==> src/rtl/rx_lbuf_ring_ctrl_pkg.sv <==
// rtl/rx_lbuf_ring_ctrl_pkg.sv - shared types and helpers for the RX lbuf ring controller
package rx_lbuf_ring_ctrl_pkg;

    localparam int DEF_RING_LOG2 = 16;
    localparam int DEF_LBUF_LOG2 = 12;

    typedef enum logic [3:0] {
        ST_IDLE    = 4'b0001,
        ST_READY   = 4'b0010,
        ST_STALL   = 4'b0100,
        ST_GRANTED = 4'b1000
    } lbuf_state_t;

    function automatic int idx_width(input int ring_log2, input int lbuf_log2);
        return ring_log2 - lbuf_log2;
    endfunction

    // Host byte address of lbuf number idx within the ring at base.
    function automatic logic [63:0] lbuf_addr_of(input logic [63:0] base,
                                                 input logic [63:0] idx,
                                                 input int          lbuf_log2);
        return base + (idx << lbuf_log2);
    endfunction

endpackage

==> src/rtl/rx_lbuf_ring_ctrl_if.sv <==
// rtl/rx_lbuf_ring_ctrl_if.sv - lbuf request/grant handshake between RX DMA and ring controller
interface rx_lbuf_ring_ctrl_if;
    logic        lbuf_req;
    logic        lbuf_gnt;
    logic [63:0] lbuf_addr;
    logic        lbuf_done;

    modport master (
        output lbuf_req,
        output lbuf_done,
        input  lbuf_gnt,
        input  lbuf_addr
    );

    modport slave (
        input  lbuf_req,
        input  lbuf_done,
        output lbuf_gnt,
        output lbuf_addr
    );
endinterface

==> src/rtl/rx_lbuf_swptr_dec.sv <==
// rtl/rx_lbuf_swptr_dec.sv - sw_ptr change detect, range/alignment check and index extraction
module rx_lbuf_swptr_dec
    import rx_lbuf_ring_ctrl_pkg::*;
#(
    parameter int RING_LOG2 = DEF_RING_LOG2,
    parameter int LBUF_LOG2 = DEF_LBUF_LOG2,
    parameter int IDX_W     = idx_width(RING_LOG2, LBUF_LOG2)
) (
    input  logic             clk,
    input  logic             rst_n,
    input  logic             ring_en,
    input  logic [63:0]      host_base,
    input  logic [63:0]      sw_ptr,
    output logic             sw_idx_wr,
    output logic [IDX_W-1:0] sw_idx_new,
    output logic             sw_bad
);

    logic [63:0] sw_prev;
    logic [63:0] off;
    logic        changed;
    logic        in_range;
    logic        aligned;

    always_ff @(posedge clk or negedge rst_n) begin
        if (!rst_n) begin
            sw_prev <= '0;
        end else begin
            sw_prev <= sw_ptr;
        end
    end

    // Only a new value is a write-back; a repeated pointer carries no information.
    assign changed    = ring_en && (sw_ptr != sw_prev);
    assign off        = sw_ptr - host_base;
    assign in_range   = (off >> RING_LOG2) == 64'd0;
    assign aligned    = off[LBUF_LOG2-1:0] == '0;

    assign sw_idx_wr  = changed && in_range && aligned;
    assign sw_bad     = changed && !(in_range && aligned);
    assign sw_idx_new = off[RING_LOG2-1:LBUF_LOG2];

endmodule

==> src/rtl/rx_lbuf_ring_ctrl.sv <==
// rtl/rx_lbuf_ring_ctrl.sv - RX lbuf ring controller; RX_STALL_CNT_EN builds the stall-cycle counter
module rx_lbuf_ring_ctrl
    import rx_lbuf_ring_ctrl_pkg::*;
#(
    parameter  int RING_LOG2 = DEF_RING_LOG2,
    parameter  int LBUF_LOG2 = DEF_LBUF_LOG2,
    localparam int IDX_W     = idx_width(RING_LOG2, LBUF_LOG2)
) (
    input  logic                   clk,
    input  logic                   rst_n,
    input  logic                   ring_en,
    input  logic [63:0]            host_base,
    input  logic [63:0]            sw_ptr,
    rx_lbuf_ring_ctrl_if.slave     lbuf,
    output logic [IDX_W-1:0]       free_lbufs,
    output logic                   ring_full,
    output logic                   sw_err,
    output logic [31:0]            stall_cnt
);

    lbuf_state_t      state, state_nxt;
    logic [IDX_W-1:0] hw_idx, hw_nxt;
    logic [IDX_W-1:0] sw_idx, sw_nxt;
    logic [IDX_W-1:0] free_q, free_nxt;
    logic [IDX_W-1:0] used_nxt;
    logic             err_q, err_nxt;
    logic             gnt_q, gnt_nxt;
    logic [63:0]      addr_q, addr_nxt;

    logic             sw_idx_wr;
    logic [IDX_W-1:0] sw_idx_new;
    logic             sw_bad;

    rx_lbuf_swptr_dec #(
        .RING_LOG2 (RING_LOG2),
        .LBUF_LOG2 (LBUF_LOG2),
        .IDX_W     (IDX_W)
    ) u_swptr_dec (
        .clk        (clk),
        .rst_n      (rst_n),
        .ring_en    (ring_en),
        .host_base  (host_base),
        .sw_ptr     (sw_ptr),
        .sw_idx_wr  (sw_idx_wr),
        .sw_idx_new (sw_idx_new),
        .sw_bad     (sw_bad)
    );

    always_ff @(posedge clk or negedge rst_n) begin
        if (!rst_n) begin
            state  <= ST_IDLE;
            hw_idx <= '0;
            sw_idx <= '0;
            free_q <= '0;
            err_q  <= 1'b0;
            gnt_q  <= 1'b0;
            addr_q <= '0;
        end else begin
            state  <= state_nxt;
            hw_idx <= hw_nxt;
            sw_idx <= sw_nxt;
            free_q <= free_nxt;
            err_q  <= err_nxt;
            gnt_q  <= gnt_nxt;
            addr_q <= addr_nxt;
        end
    end

    always_comb begin
        state_nxt = state;
        hw_nxt    = hw_idx;
        sw_nxt    = sw_idx;
        err_nxt   = err_q;
        gnt_nxt   = 1'b0;
        addr_nxt  = addr_q;

        if (sw_idx_wr) begin
            sw_nxt = sw_idx_new;
        end
        if (sw_bad) begin
            err_nxt = 1'b1;
        end

        unique case (state)
            ST_IDLE: begin
                if (ring_en) begin
                    state_nxt = ST_READY;
                    hw_nxt    = '0;
                    sw_nxt    = '0;
                    err_nxt   = 1'b0;
                end
            end
            ST_READY: begin
                if (!ring_en) begin
                    state_nxt = ST_IDLE;
                end else if (lbuf.lbuf_req) begin
                    if (free_q != '0) begin
                        gnt_nxt   = 1'b1;
                        addr_nxt  = lbuf_addr_of(host_base, 64'(hw_idx), LBUF_LOG2);
                        state_nxt = ST_GRANTED;
                    end else begin
                        state_nxt = ST_STALL;
                    end
                end
            end
            ST_STALL: begin
                if (!ring_en) begin
                    state_nxt = ST_IDLE;
                end else if (free_q != '0) begin
                    state_nxt = ST_READY;
                end
            end
            ST_GRANTED: begin
                // A grant in flight is always completed, even if the ring is being disabled.
                if (lbuf.lbuf_done) begin
                    hw_nxt    = hw_idx + IDX_W'(1);
                    state_nxt = ring_en ? ST_READY : ST_IDLE;
                end
            end
            default: begin
                state_nxt = ST_IDLE;
            end
        endcase
    end

    // Occupancy is taken from the indices being written this edge, so a READY
    // cycle that follows lbuf_done or a sw_ptr update never sees a stale count.
    assign used_nxt = hw_nxt - sw_nxt;
    assign free_nxt = (state_nxt == ST_IDLE) ? '0 : ({IDX_W{1'b1}} - used_nxt);

    assign lbuf.lbuf_gnt  = gnt_q;
    assign lbuf.lbuf_addr = addr_q;
    assign free_lbufs     = free_q;
    assign sw_err         = err_q;
    assign ring_full      = (state == ST_STALL) || ((state != ST_IDLE) && (free_q == '0));

`ifdef RX_STALL_CNT_EN
    logic [31:0] stall_q;

    always_ff @(posedge clk or negedge rst_n) begin
        if (!rst_n) begin
            stall_q <= '0;
        end else if ((state == ST_IDLE) && (state_nxt == ST_READY)) begin
            stall_q <= '0;
        end else if ((state == ST_STALL) && (stall_q != 32'hFFFF_FFFF)) begin
            stall_q <= stall_q + 32'd1;
        end
    end

    assign stall_cnt = stall_q;
`else
    assign stall_cnt = 32'd0;
`endif

endmodule
==> src/flat_wrapper.sv <==
// flat-port wrapper written by rule: the top's interface ports become plain ports
module rx_lbuf_ring_ctrl_flat import rx_lbuf_ring_ctrl_pkg::*;
#(
    parameter  int RING_LOG2 = DEF_RING_LOG2,
    parameter  int LBUF_LOG2 = DEF_LBUF_LOG2,
    localparam int IDX_W     = idx_width(RING_LOG2, LBUF_LOG2)
)
  (clk, rst_n, ring_en, host_base, sw_ptr, free_lbufs, ring_full, sw_err, stall_cnt, lbuf_lbuf_req, lbuf_lbuf_done, lbuf_lbuf_gnt, lbuf_lbuf_addr);
  rx_lbuf_ring_ctrl_if lbuf_i ();
  input  logic clk;
  input  logic rst_n;
  input  logic ring_en;
  input  logic [63:0] host_base;
  input  logic [63:0] sw_ptr;
  output logic [IDX_W-1:0] free_lbufs;
  output logic ring_full;
  output logic sw_err;
  output logic [31:0] stall_cnt;
  input wire logic [$bits(lbuf_i.lbuf_req)-1:0] lbuf_lbuf_req;
  input wire logic [$bits(lbuf_i.lbuf_done)-1:0] lbuf_lbuf_done;
  output wire logic [$bits(lbuf_i.lbuf_gnt)-1:0] lbuf_lbuf_gnt;
  output wire logic [$bits(lbuf_i.lbuf_addr)-1:0] lbuf_lbuf_addr;
  assign lbuf_i.lbuf_req = lbuf_lbuf_req;
  assign lbuf_i.lbuf_done = lbuf_lbuf_done;
  assign lbuf_lbuf_gnt = lbuf_i.lbuf_gnt;
  assign lbuf_lbuf_addr = lbuf_i.lbuf_addr;
  rx_lbuf_ring_ctrl #(.RING_LOG2(RING_LOG2), .LBUF_LOG2(LBUF_LOG2)) u_core (.clk(clk), .rst_n(rst_n), .ring_en(ring_en), .host_base(host_base), .sw_ptr(sw_ptr), .lbuf(lbuf_i), .free_lbufs(free_lbufs), .ring_full(ring_full), .sw_err(sw_err), .stall_cnt(stall_cnt));
endmodule
==> config.mk <==
export PLATFORM = sky130hd
export DESIGN_NAME = rx_lbuf_ring_ctrl_flat
export DESIGN_NICKNAME = d
export VERILOG_FILES = /design/src/rtl/rx_lbuf_ring_ctrl_pkg.sv /design/src/rtl/rx_lbuf_ring_ctrl_if.sv /design/src/rtl/rx_lbuf_swptr_dec.sv /design/src/rtl/rx_lbuf_ring_ctrl.sv /design/src/flat_wrapper.sv
export SDC_FILE = /design/constraint.sdc
export NUM_CORES = 1
export LEC_CHECK = 0
export ABC_CLOCK_PERIOD_IN_PS = 6000
export BUFFER_PORTS_ARGS = -buffer_cell sky130_fd_sc_hd__buf_2
export CORE_MARGIN = 4
export CORE_UTILIZATION = 45
export CTS_BUF_LIST = sky130_fd_sc_hd__clkbuf_4 sky130_fd_sc_hd__clkbuf_8
export DETAILED_ROUTE_END_ITERATION = 7
export PLACE_DENSITY = 0.67
export SLEW_MARGIN = 25
export SYNTH_ARGS = -nofsm -noshare
export SYNTH_HDL_FRONTEND = slang
export SYNTH_SLANG_ARGS = --single-unit
==> constraint.sdc <==
create_clock -name clk -period 6 [get_ports clk]
set_input_delay 1.2 -clock clk [delete_from_list [all_inputs] [get_ports clk]]
set_output_delay 1.2 -clock clk [all_outputs]
set_load 0.05 [all_outputs]
# == Word level (Yosys, flattened, before mapping) ==
# Index checks and enable logic that the tools add are counted.
# W data, S select, Z words.
# totals
word_cells,56
reg_bits,146
input_bits,133
out_inout_bits,103
# op_classes
n_eq_ne,7
n_reduce_logical,13
muxes,23
add_sub_neg,5
# ops
op,count
$add A64 B16 Y64,1
$logic_not A64 Y1,1
$ne A64 B64 Y1,1
$sub A64 B64 Y64,1
$mux W4,13
$pmux W4 S4,1
$logic_not A12 Y1,1
$eq A4 B1 Y1 const B,2
$pmux W4 S2,1
$mux W1,7
$logic_and A1 B1 Y1,6
$add A4 B1 Y4 const B,1
$eq A4 B2 Y1 const B,1
$eq A4 B3 Y1 const B,1
$eq A4 B4 Y1 const B,1
$logic_not A4 Y1,1
$ne A4 B1 Y1 const B,1
$reduce_and A4 Y1,1
$reduce_bool A4 Y1,1
$sub A4 B4 Y4,1
$sub A4 B4 Y4 const A,1
$mux W2,1
$logic_not A1 Y1,1
$logic_or A1 B1 Y1,1

# == Logic depth before layout (Yosys ltp) ==
# Gate-level depths: netlist (run 1).
# depth
ltp_word,10
mapped_depth,21
depth_no_buf,21

# == By module ==
# A second synthesis (run 1) with hierarchy kept.
# hier_totals
hier_cells,1534
area_unflattened_um2,12324.3
# by_module_without_submodules
module,area_each_um2,cells_per_inst,seq_area_each_um2,instances
rx_lbuf_swptr_dec,7425.9,975,1601.5,1
rx_lbuf_ring_ctrl,4898.4,559,2053.2,1

# == Worst setup path after synthesis (run 1) ==
# No wires, ideal clock.
# synth_timing
kind,in2reg
from,in sw_ptr[0]
to,reg u_core.free_q[3] (netlist: u_core.free_lbufs[3])
path_slack_ns,0.569
path_stages,21
setup_ns,0.079
arrival_ns,5.351
required_time_ns,5.921
path_cell_list,inv_1 ha_1 fa_1 nand2b_1 a2111oi_4 a211oi_4 nor4b_1 o21ai_0 mux2i_1 nor4_1 nand4_1 nor4_4 nand2_2 mux2i_1 nor2_1 ha_1 a21o_1 a21oi_1 xor2_1 or2_2 mux2i_1
# synth_between
elab_chain_cells,10
elab_cells_between_ends,13
classes_between,add/sub (3); eq/ne (1); mux (4); reduce/logical (5)
# synth_lines
item,line,source
"start, declared",flat_wrapper.sv:14,input logic [63:0] sw_ptr;
$sub A64 B64 Y64 / $ne A64 B64 Y1 (equally long branches),"rx_lbuf_swptr_dec.sv:35, rx_lbuf_swptr_dec.sv:34",
$logic_not A64 Y1 / $logic_and A1 B1 Y1 (equally long branches),"rx_lbuf_swptr_dec.sv:36, rx_lbuf_swptr_dec.sv:34",
$logic_and A1 B1 Y1 (2 in a row),rx_lbuf_swptr_dec.sv:39,assign sw_idx_wr = changed && in_range && aligned;
$mux W4 *,rx_lbuf_ring_ctrl.sv:77,if (sw_idx_wr) begin
$mux W4,rx_lbuf_ring_ctrl.sv:86,if (ring_en) begin
$mux W4 *,rx_lbuf_ring_ctrl.sv:84,unique case (state)
named net u_core.sw_nxt[1],rx_lbuf_ring_ctrl.sv:23,"logic [IDX_W-1:0] sw_idx, sw_nxt;"
$sub A4 B4 Y4 *,rx_lbuf_ring_ctrl.sv:128,assign used_nxt = hw_nxt - sw_nxt;
$sub A4 B4 Y4 *,rx_lbuf_ring_ctrl.sv:129,assign free_nxt = (state_nxt == ST_IDLE) ? '0 : ({IDX_W{1'b1}} - used_nxt);
$mux W4 *,rx_lbuf_ring_ctrl.sv:129,
named net u_core.free_nxt[3],rx_lbuf_ring_ctrl.sv:24,"logic [IDX_W-1:0] free_q, free_nxt;"
"end signal, assigned",rx_lbuf_ring_ctrl.sv:62,free_q <= free_nxt;
"end, declared",rx_lbuf_ring_ctrl.sv:24,
# The timed path passes the listed nets; every way through them passes the cells marked *.
# A chain may end at the register's enable or synchronous reset.

# == Worst setup path after layout (run 1) ==
# Ends and elaborated chain as after synthesis.

==> flow_summary.ini, run 1 <==
[place]
dp_hpwl_um = 37500
place.gp.congestion = 1.03
numPortBuffers = 203

[run_status]
status = finished clean

[synth]
yosysWarnings = 0
synth-seq-cells = 146
syn_avg_cell_area_um2 = 8.12
synth_ff_type = dfrtp_1
ys_types = 89
synthArstFlopShare_pct = 100
netlist_instances = 1485
yosysSeqAreaShare_pct = 30.3
synth_edf_count = 0
syn_area_mm2 = 0.0121

[setup_path]
path_max_fanout = 4
critical_path_class = in -> reg
worst_setup_path_end_kind = flop
cp.arrival_ns = 6.02
start_kind = input port
r2r_cells = 13
r2r_end = u_core.lbuf.lbuf_addr[61]$_DFFE_PN0P_
required_ns = 6.40
cp-startpoint = sw_ptr[0]
reg2reg_slack_ns = 1.56
rr_startpoint = u_core.hw_idx[1]$_DFF_PN0_

[floorplan]
io_pins = 236
die_area_mm2 = 0.0295
rows = 59
initial_core_util_pct = 46.0
die_w_um = 172
die_h_um = 172
coreArea_mm2 = 0.0262

[clocking]
clkSinkCount = 146
clockRootBuffer = clkbuf_8
clk_latency_ns = 0.48
htree_levels = 4
clk_path_buf_depth = 2
ctsResizeCount = 0
path_clk_slew_ns = 0.10
tritoncts = built
cts_hold_buf = 0
postCtsSetupBuffers = 0
numCtsBuffers = 17

[drt]
drc_errors = 0
drtAntennaViolNets = 0
first_pass_iters = 5
drtIter0Drc = 1094
num_vias = 12436
viasPerCell = 5.86
wl_um = 44700
wire_per_inst_um = 21.1

[sta]
fin_worst_skew_ns = 0.0217
rsz0062_at_grt = no
fin_tns_setup_ns = 0
max_freq_ghz = 0.178
finalCritPeriodShare_pct = 93.7
slew_headroom_pct = 42.9
hold_violations = 0
setup_viol = 0
drv_slew = 0
finalCriticalPeriod_ns = 5.62
worst_pin_slew_ns = 0.848

[finish]
n_fill_cell = 2452
multi_input_area_mm2 = 0.00771
syn2layout_area_growth_pct = 20.4
fin_nets = 1980
drive_gt1_share_pct = 22.2
register_area_mm2 = 0.00365
finish.utilization_pct = 55.4

[global_routing]
grt_start_max_net_pins = 94
grt_pass1_vias = 11839
grtUsageTotal_pct = 29.8
grt_antenna_before_repair = 3
gr-usage-met1_pct = 43.5
use_met3_pct = 5.49
top_usage_layer = met2
globalRouteOverflowTotal = 0
grt_pass1_wl_um = 67900
grt_use_met2_pct = 46.6

[pwr]
ir_worst_vdd_uv = 188
powerDensity_mw_per_mm2 = 299
leakage_nw = 6.74

[min_path]
worstHoldPathCells = 2
hp-class = reg -> reg
holdCritStartpoint = u_core.lbuf.lbuf_addr[60]$_DFFE_PN0P_
hold_end = u_core.lbuf.lbuf_addr[60]$_DFFE_PN0P_

[flow_run]
drv_cap = 0
-- worst max-delay path by stage --
stage,endpoint,slack (ns),cells after the start
after global placement,u_core.free_lbufs[3]$_DFF_PN0_,0.14,22
after detailed placement,u_core.free_lbufs[3]$_DFF_PN0_,-0.05,22
after global routing,u_core.free_lbufs[3]$_DFF_PN0_,0.03,22
after floorplan,u_core.free_lbufs[3]$_DFF_PN0_,0.57,21
final,u_core.free_lbufs[3]$_DFF_PN0_,0.38,22
after CTS,u_core.free_lbufs[3]$_DFF_PN0_,0.45,22
-- cell usage after synthesis, types with 13 or more instances --
library cell / number / area (um2)
dfrtp_1: 145 / 3630
nand3_1: 31 / 155
nand4_1: 58 / 363
nor4_1: 28 / 175
buf_2: 16 / 80.1
or3_1: 14 / 87.6
and3_1: 13 / 81.3
xnor2_1: 91 / 797
inv_1: 87 / 327
buf_4: 32 / 240
a21o_1: 25 / 188
ha_1: 71 / 888
o21ai_0: 104 / 521
a211oi_1: 15 / 113
a21oi_1: 96 / 480
o21ai_1: 23 / 115
nor3_1: 31 / 155
clkbuf_1: 43 / 161
o211ai_1: 16 / 120
xor2_1: 44 / 385
nor2_1: 97 / 364
o21a_1: 26 / 195
nand2_1: 187 / 702
-- metrics by stage --
stage	area (um2)	hold slack, ns	worst slack, ns	std cells	total power [mW]
2_1_floorplan	12200	0.490	0.569	1516	2.83
3_3_place_gp	14100	0.453	0.139	2089	3.48
3_5_place_dp	14100	0.465	-0.0484	2089	3.50
4_1_cts	14500	0.486	0.450	2121	4.35
5_1_grt	14500	0.497	0.0284	2122	4.57
6_report	14500	0.481	0.378	2122	4.35
-- where the power goes --
part / switching (mW) / internal [mW]
Combinational: 1.58 / 0.592
Sequential: 0.118 / 1.21
Clock: 0.526 / 0.323
-- cells by family (layout without fill, tap and decap cells) --
logic type	Yosys count	in the layout	synth area share [%]
XOR/XNOR	135	135	9.80
other	1	33	0.0311
AND/OR/NAND/NOR	521	521	21.4
multiplexers	11	11	0.944
buffers and inverters	180	450	6.82
adder cells (fa/ha/maj)	74	74	7.86
AO/OA/AOI/OAI	417	417	22.9
flip-flops	146	146	30.3
-- layout make-up --
type | instances | area share [%]
clock buffer | 17 | 1.61
timing repair buffer | 330 | 13.8
inverter | 88 | 2.27
tap | 335 | 2.89
clock inverter | 15 | 1.24
antenna | 1 | 0.0172
sequential | 146 | 25.2
multi-input combinational | 1190 | 53.0
-- state kept, by name, indices dropped and copies added (netlist names) --
signal                      flops
u_core.free_lbufs               4
u_core.lbuf.lbuf_addr          64
u_core.sw_err                   1
u_core.u_swptr_dec.sw_prev     64
u_core.lbuf.lbuf_gnt            1
u_core.hw_idx                   4
u_core.state                    4
u_core.sw_idx                   4
-- per-layer routing --
metal  up-vias  part of all wire [%]
li1       5887                     -
met1      5913                    45
met2       575                    44
met3        57                   9.0
met4         4                   1.5
met5         -                 0.054
-- cell usage in the layout, fill, tap and decap left out, types with 31 or more instances in the layout --
| master | instances |
|---|---|
| nand4_1 | 58 |
| nor2_1 | 97 |
| a21oi_1 | 96 |
| buf_4 | 125 |
| ha_1 | 71 |
| conb_1 | 32 |
| inv_1 | 87 |
| dfrtp_1 | 145 |
| xor2_1 | 44 |
| xnor2_1 | 91 |
| nand2_1 | 187 |
| nand3_1 | 31 |
| buf_2 | 202 |
| o21ai_0 | 104 |
| nor3_1 | 31 |
-- critical path: stages --
cell	delay [ns]
buf_2	0.11
inv_1	0.09
ha_1	0.22
fa_1	0.39
nand2b_1	0.23
a2111oi_4	0.37
a211oi_4	0.12
nor4b_1	0.55
o21ai_0	0.22
mux2i_1	0.15
nor4_1	0.30
nand4_1	0.19
nor4_4	0.34
nand2_2	0.12
mux2i_1	0.14
nor2_1	0.17
ha_1	0.27
a21o_1	0.16
a21oi_1	0.18
xor2_1	0.10
or2_2	0.28
mux2i_1	0.12
No activity file was read; power rests on OpenSTA's default activity.
==> inputs of run 2 (changes only) <==
- CELL_PAD_IN_SITES_DETAIL_PLACEMENT: unset -> 1
- CELL_PAD_IN_SITES_GLOBAL_PLACEMENT: unset -> 1
- PLACE_DENSITY: 0.67 -> unset
- PLACE_DENSITY_LB_ADDON: unset -> 0.1
==> run 2 against run 1 <==
Combinational power rose by 3%. Sequential power about the same. Largest power group unchanged. Critical path type unchanged. Highest routed layer is now met4. Largest cell class unchanged. Sequential cell count unchanged. Via count up 3.3%. Non-clock buffer count rose by 4. Cell count increased by 0.19%.
==> flow_summary.ini, run 2 (synthesis results as in run 1) <==
[pwr]
powerDensity_mw_per_mm2 = 305
ir_worst_vdd_uv = 256
pwr-share-clk_pct = 19.5
p_int_mw = 2.13
seqPwrFrac_pct = 30.3
p_comb_share_pct = 50.3
leakage_nw = 6.75
switching_share_pct = 51.9
power.switching_mw = 2.30

[floorplan]
initial_core_util_pct = 46.0
die_area_mm2 = 0.0295
die_h_um = 172
io_pins = 236
coreArea_mm2 = 0.0262
rows = 59
die_w_um = 172

[clocking]
numCtsBuffers = 17
path_clk_slew_ns = 0.11
clkSinkCount = 146
clk_path_buf_depth = 2
clockRootBuffer = clkbuf_8
tritoncts = built
clk_latency_ns = 0.50
htree_levels = 4
cts_hold_buf = 0

[sta]
max_freq_ghz = 0.174
slew_headroom_pct = 41.8
setup_viol = 0
fin_tns_setup_ns = 0
worst_pin_slew_ns = 0.872
hold_violations = 0
drv_slew = 0
fin_worst_skew_ns = 0.0275
finalCriticalPeriod_ns = 5.76
rsz0062_at_grt = no
finalCritPeriodShare_pct = 96.1

[global_routing]
grt_start_max_net_pins = 100
grtUsageTotal_pct = 34.5
grt_antenna_before_repair = 1
globalRouteOverflowTotal = 0
grt_pass1_vias = 13168
grt_pass1_wl_um = 77200

[setup_path]
start_kind = input port
worst_setup_path_end_kind = flop
required_ns = 6.42
cp.arrival_ns = 6.18
cp_slowest_cell = a2111o_1
critical_path_class = in -> reg
crit_path_cell_trace = buf_2, inv_1, ha_1, buf_4, a21oi_1, o21a_1, o221a_2, o211ai_2, o211ai_1, buf_4, nor2_1, a211o_1, a2111o_1, nor4_4, nand2_2, mux2i_1, nor2_1, ha_1, a21o_1, a21oi_1, xor2_1, or2_2, mux2i_1
path_max_fanout = 9
cp_slowest_stage_delay_ns = 0.42

[place]
place.gp.congestion = 1.04
dp_hpwl_um = 43500
numPortBuffers = 203

[min_path]
hp-class = reg -> reg

[drt]
wl_um = 52100
wire_per_inst_um = 24.5
viasPerCell = 6.04
drc_errors = 0
num_vias = 12848
first_pass_iters = 6
drtAntennaViolNets = 0
drtIter0Drc = 1070

[finish]
final_cell_mix = buf_2, nand2_1, dfrtp_1, buf_4, o21ai_0
finish.utilization_pct = 55.5
layout_commonest_cell = buf_2
fin_nets = 1984
syn2layout_area_growth_pct = 20.7
drive_gt1_share_pct = 22.5

[run_status]
status = finished clean

[flow_run]
drv_cap = 0
-- run 2: changes by cell type in the layout (fill, tap and decap cells not counted), sizes merged --
cell	previous run	this run
buf	330	333
clkbuf	17	18
clkinv	6	7
inv	96	95
-- run 2: routing by layer --
| layer | vias to the layer above | wire, um | part of all wire, % | global-route usage, % |
|---|---|---|---|---|
| li1 | 5884 | - | - | - |
| met1 | 6365 | 22300 | 43 | 45.5 |
| met2 | 485 | 24400 | 47 | 57.1 |
| met3 | 114 | 3270 | 6.3 | 5.58 |
| met4 | 0 | 2110 | 4.0 | 12.7 |
| met5 | - | 0 | 0 | 0 |
-- run 2: timing repair --
| action | in CTS | in global routing |
|---|---|---|
| setup buffers | 0 | 1 |
| endpoints found under the setup margin | 0 | 3 |
| resized for setup | 0 | 2 |
| endpoints found under the hold margin | 0 | 0 |
-- run 2: per-stage QoR --
stage               worst slack (ns)  total power, mW  instances  hold WS (ns)  instance area, um2
finish                         0.237             4.43       2126         0.482               14600
detailed placement            -0.358             3.57       2092         0.465               14100
floorplan                      0.569             2.83       1516         0.490               12200
global route                 0.00626             4.64       2126         0.506               14600
global placement              -0.248             3.51       2092         0.454               14100
CTS                            0.157             4.42       2124         0.487               14500
-- run 2: worst paths after layout --
path	start	endpoint	slack [ns]	depth (start not counted)
max	host_base[39]	u_core.free_lbufs[3]$_DFF_PN0_	0.24	23
min	u_core.lbuf.lbuf_addr[28]$_DFFE_PN0P_	u_core.lbuf.lbuf_addr[28]$_DFFE_PN0P_	0.48	2
max reg2reg	u_core.hw_idx[0]$_DFF_PN0_	u_core.lbuf.lbuf_addr[58]$_DFFE_PN0P_	1.40	15
min reg2reg	u_core.lbuf.lbuf_addr[28]$_DFFE_PN0P_	u_core.lbuf.lbuf_addr[28]$_DFFE_PN0P_	0.48	2
max in group asynchronous	rst_n	u_core.lbuf.lbuf_addr[55]$_DFFE_PN0P_	3.97	2
min in group asynchronous	rst_n	u_core.state[2]$_DFF_PN0_	0.79	1
-- run 2: power groups by stage --
stage               sequential [mW]  clock (mW)  combinational [mW]
floorplan                      2.08           0               0.751
global placement               1.35           0                2.16
detailed placement             1.36           0                2.20
CTS                            1.34       0.864                2.21
global route                   1.37       0.910                2.36
finish                         1.34       0.863                2.23
-- run 2: layout make-up --
class,count,area [um2]
antenna,1,2.50
clock buffer,17,234
clock inverter,15,185
fill,3314,11700
inverter,88,330
multi-input combinational,1190,7720
sequential,146,3650
tap,335,419
timing repair buffer,334,2010
-- run 2: worst max-delay path, delay by kind of cell --
family | cells | cell delay (ns)
AOI/OAI and AO/OA | 9 | 2.36
and+or+nand+nor | 5 | 0.98
buffers and inverters | 4 | 0.69
adders and majority gates | 2 | 0.55
muxes | 2 | 0.29
xor gates and xnor gates | 1 | 0.10
==> inputs of run 3 (changes only) <==
- ABC_AREA: unset -> 1
- CORE_UTILIZATION: 45 -> 40
==> run 3 against run 2 <==
Sequential cell count is the same. Highest routed layer is now met5. Register-to-register slack improved by 0.73 ns. Critical endpoint unchanged. Combinational power decreased by 2%.
==> flow_summary.ini, run 3 <==
[synth]
synth_ff_type = dfrtp_1
post-synth-top-count-cell = nand2_1
synth_edf_count = 0
netlist_instances = 2219
yosys-top-cells-count = nand2_1, inv_1, nor2_1
synth-seq-cells = 146
synthArstFlopShare_pct = 100
syn_area_mm2 = 0.0136
ys_types = 46
yosysSeqAreaShare_pct = 26.8
synth_area_leader_cell = dfrtp_1
yosysWarnings = 0
synthTopCellsByArea = dfrtp_1, nand2_1, inv_1
synth_top_area_share_pct = 26.6
syn_avg_cell_area_um2 = 6.14

[finish]
layout_commonest_cell = nand2_1
final_cell_mix = nand2_1, inv_1, buf_2, nor2_1, dfrtp_1
syn2layout_area_growth_pct = 13.9
final_area_mm2 = 0.0155
drive_gt1_share_pct = 12.3
n_fill_cell = 4725
fin_nets = 2640
layout.cells.non_filler = 2900

[pwr]
powerDensity_mw_per_mm2 = 285
leakage_nw = 9.12
p_total_mw = 4.42
ir_worst_vdd_uv = 252

[setup_path]
reg2reg_slack_ns = 2.13
crit_path_end = u_core.free_lbufs[3]$_DFF_PN0_
rr_startpoint = u_core.u_swptr_dec.sw_prev[39]$_DFF_PN0_
required_ns = 6.37
start_kind = input port
r2r_end = u_core.free_lbufs[3]$_DFF_PN0_
r2r_cells = 15
path_max_fanout = 7
critical_path_class = in -> reg
worst_setup_path_end_kind = flop
cp.arrival_ns = 5.43
cp-startpoint = host_base[33]

[global_routing]
grt_start_max_net_pins = 88
grt_pass1_wl_um = 77600
grt_antenna_before_repair = 4
grt_pass1_vias = 14559
grtUsageTotal_pct = 27.1
globalRouteOverflowTotal = 0

[sta]
finalCriticalPeriod_ns = 5.06
max_freq_ghz = 0.198
slew_headroom_pct = 40.0
fin_tns_setup_ns = 0
setup_viol = 0
rsz0062_at_grt = no
fin_worst_skew_ns = 0.0290
worst_pin_slew_ns = 0.901
whs_ns = 0.481
drv_slew = 0
finalCritPeriodShare_pct = 84.3
hold_violations = 0

[clocking]
numCtsBuffers = 17
postCtsSetupBuffers = 0
clk_latency_ns = 0.50
tritoncts = built
htree_levels = 4
clk_path_buf_depth = 2
ctsResizeCount = 0
clockRootBuffer = clkbuf_8
path_clk_slew_ns = 0.09
cts_hold_buf = 0
clkSinkCount = 146

[min_path]
hp-class = reg -> reg

[drt]
first_pass_iters = 5
drtIter0Drc = 609
drtAntennaViolNets = 0
num_vias = 14221
wl_um = 50500
wire_per_inst_um = 17.4
viasPerCell = 4.90
drc_errors = 0

[floorplan]
die_area_mm2 = 0.0371
initial_core_util_pct = 40.6
rows = 67
coreArea_mm2 = 0.0335
die_h_um = 193
io_pins = 236
die_w_um = 193

[place]
dp_hpwl_um = 43700
dp_cells = 2862
placed_area_mm2 = 0.0151
numPortBuffers = 203
place.gp.congestion = 0.921

[flow_run]
drv_cap = 0

[run_status]
status = finished clean
==> run 3: changes by cell type in the layout (fill, tap and decap cells not counted), sizes merged, moves of 67 or more <==
cell and delta:
o21ai -78, nand3 +67, inv +358, nor2 +93, buf -124, nand2 +660
==> run 3: layout make-up <==
| cell class | count | area, um2 | area share [%] |
|---|---|---|---|
| inverter | 453 | 1700 | 11.0 |
| antenna | 6 | 15.0 | 0.0968 |
| clock buffer | 22 | 284 | 1.83 |
| tap | 448 | 561 | 3.61 |
| timing repair buffer | 209 | 1070 | 6.88 |
| sequential | 146 | 3650 | 23.6 |
| multi-input combinational | 1606 | 8110 | 52.2 |
| clock inverter | 10 | 126 | 0.815 |
==> run 3: metrics by stage <==
step | utilization, % | worst slack (ns)
floorplan | - | 1.43
global placement | 45.0 | 0.641
detailed placement | 45.0 | 0.543
CTS | 46.2 | 1.04
global route | 46.2 | 0.568
finish | 46.3 | 0.942
==> run 3: cells by family (layout without fill, tap and decap cells) <==
logic type      count (synthesis)  count (layout)  synth area share [%]
compound gates                123             123                  4.88
mux                             1               1                0.0826
fa+ha+maj                      74              74                  6.96
flops                         146             146                  26.8
other cells                     1              38                0.0275
simple gates                 1265            1265                  39.5
buf+inv                       498             694                  14.6
xor+xnor                      111             111                  7.14
==> run 3: how the worst min path moves through the flow <==
stage	start	endpoint	slack [ns]	cells after the start
floorplan	u_core.sw_idx[3]$_DFF_PN0_	u_core.sw_idx[3]$_DFF_PN0_	0.51	2
global placement	u_core.lbuf.lbuf_addr[12]$_DFFE_PN0P_	u_core.lbuf.lbuf_addr[12]$_DFFE_PN0P_	0.46	2
detailed placement	u_core.lbuf.lbuf_addr[50]$_DFFE_PN0P_	u_core.lbuf.lbuf_addr[50]$_DFFE_PN0P_	0.46	2
CTS	u_core.lbuf.lbuf_addr[50]$_DFFE_PN0P_	u_core.lbuf.lbuf_addr[50]$_DFFE_PN0P_	0.48	2
global route	u_core.lbuf.lbuf_addr[50]$_DFFE_PN0P_	u_core.lbuf.lbuf_addr[50]$_DFFE_PN0P_	0.52	2
finish	u_core.lbuf.lbuf_addr[50]$_DFFE_PN0P_	u_core.lbuf.lbuf_addr[50]$_DFFE_PN0P_	0.48	2
==> run 3: per-layer routing <==
metal  GRT usage (%)  up-vias  routed length, um
met4            9.46        2               1570
met1            32.6     6782              21400
met2            49.8      258              25900
met5               0        -                 13
li1                -     7107                  -
met3            3.04       72               1690
==> run 3: power breakdown <==
part | total [mW] | switching, mW | internal, mW
registers | 1.37 | 0.141 | 1.23
logic | 2.19 | 1.66 | 0.535
clock network | 0.865 | 0.453 | 0.412
total | 4.42 | 2.25 | 2.17
==> run 3: worst max-delay path, cell delays in order <==
cell and delay, ns:
buf_2 0.08, clkinv_1 0.20, ha_1 0.47, nand2_1 0.17, inv_1 0.11, nand2_1 0.13, nor2_1 0.22, nand2_1 0.14
nor3_1 0.19, nand2_1 0.16, nand4_1 0.12, nand2_1 0.06, nor2_1 0.23, nand2_1 0.10, nor2_1 0.11, nand3_1 0.12
nor2_4 0.24, nand2_1 0.17, nor2_1 0.18, nor3_1 0.11, ha_1 0.34, a21oi_1 0.18, xnor2_1 0.13, inv_1 0.07
nor2_1 0.13, nor2_1 0.06
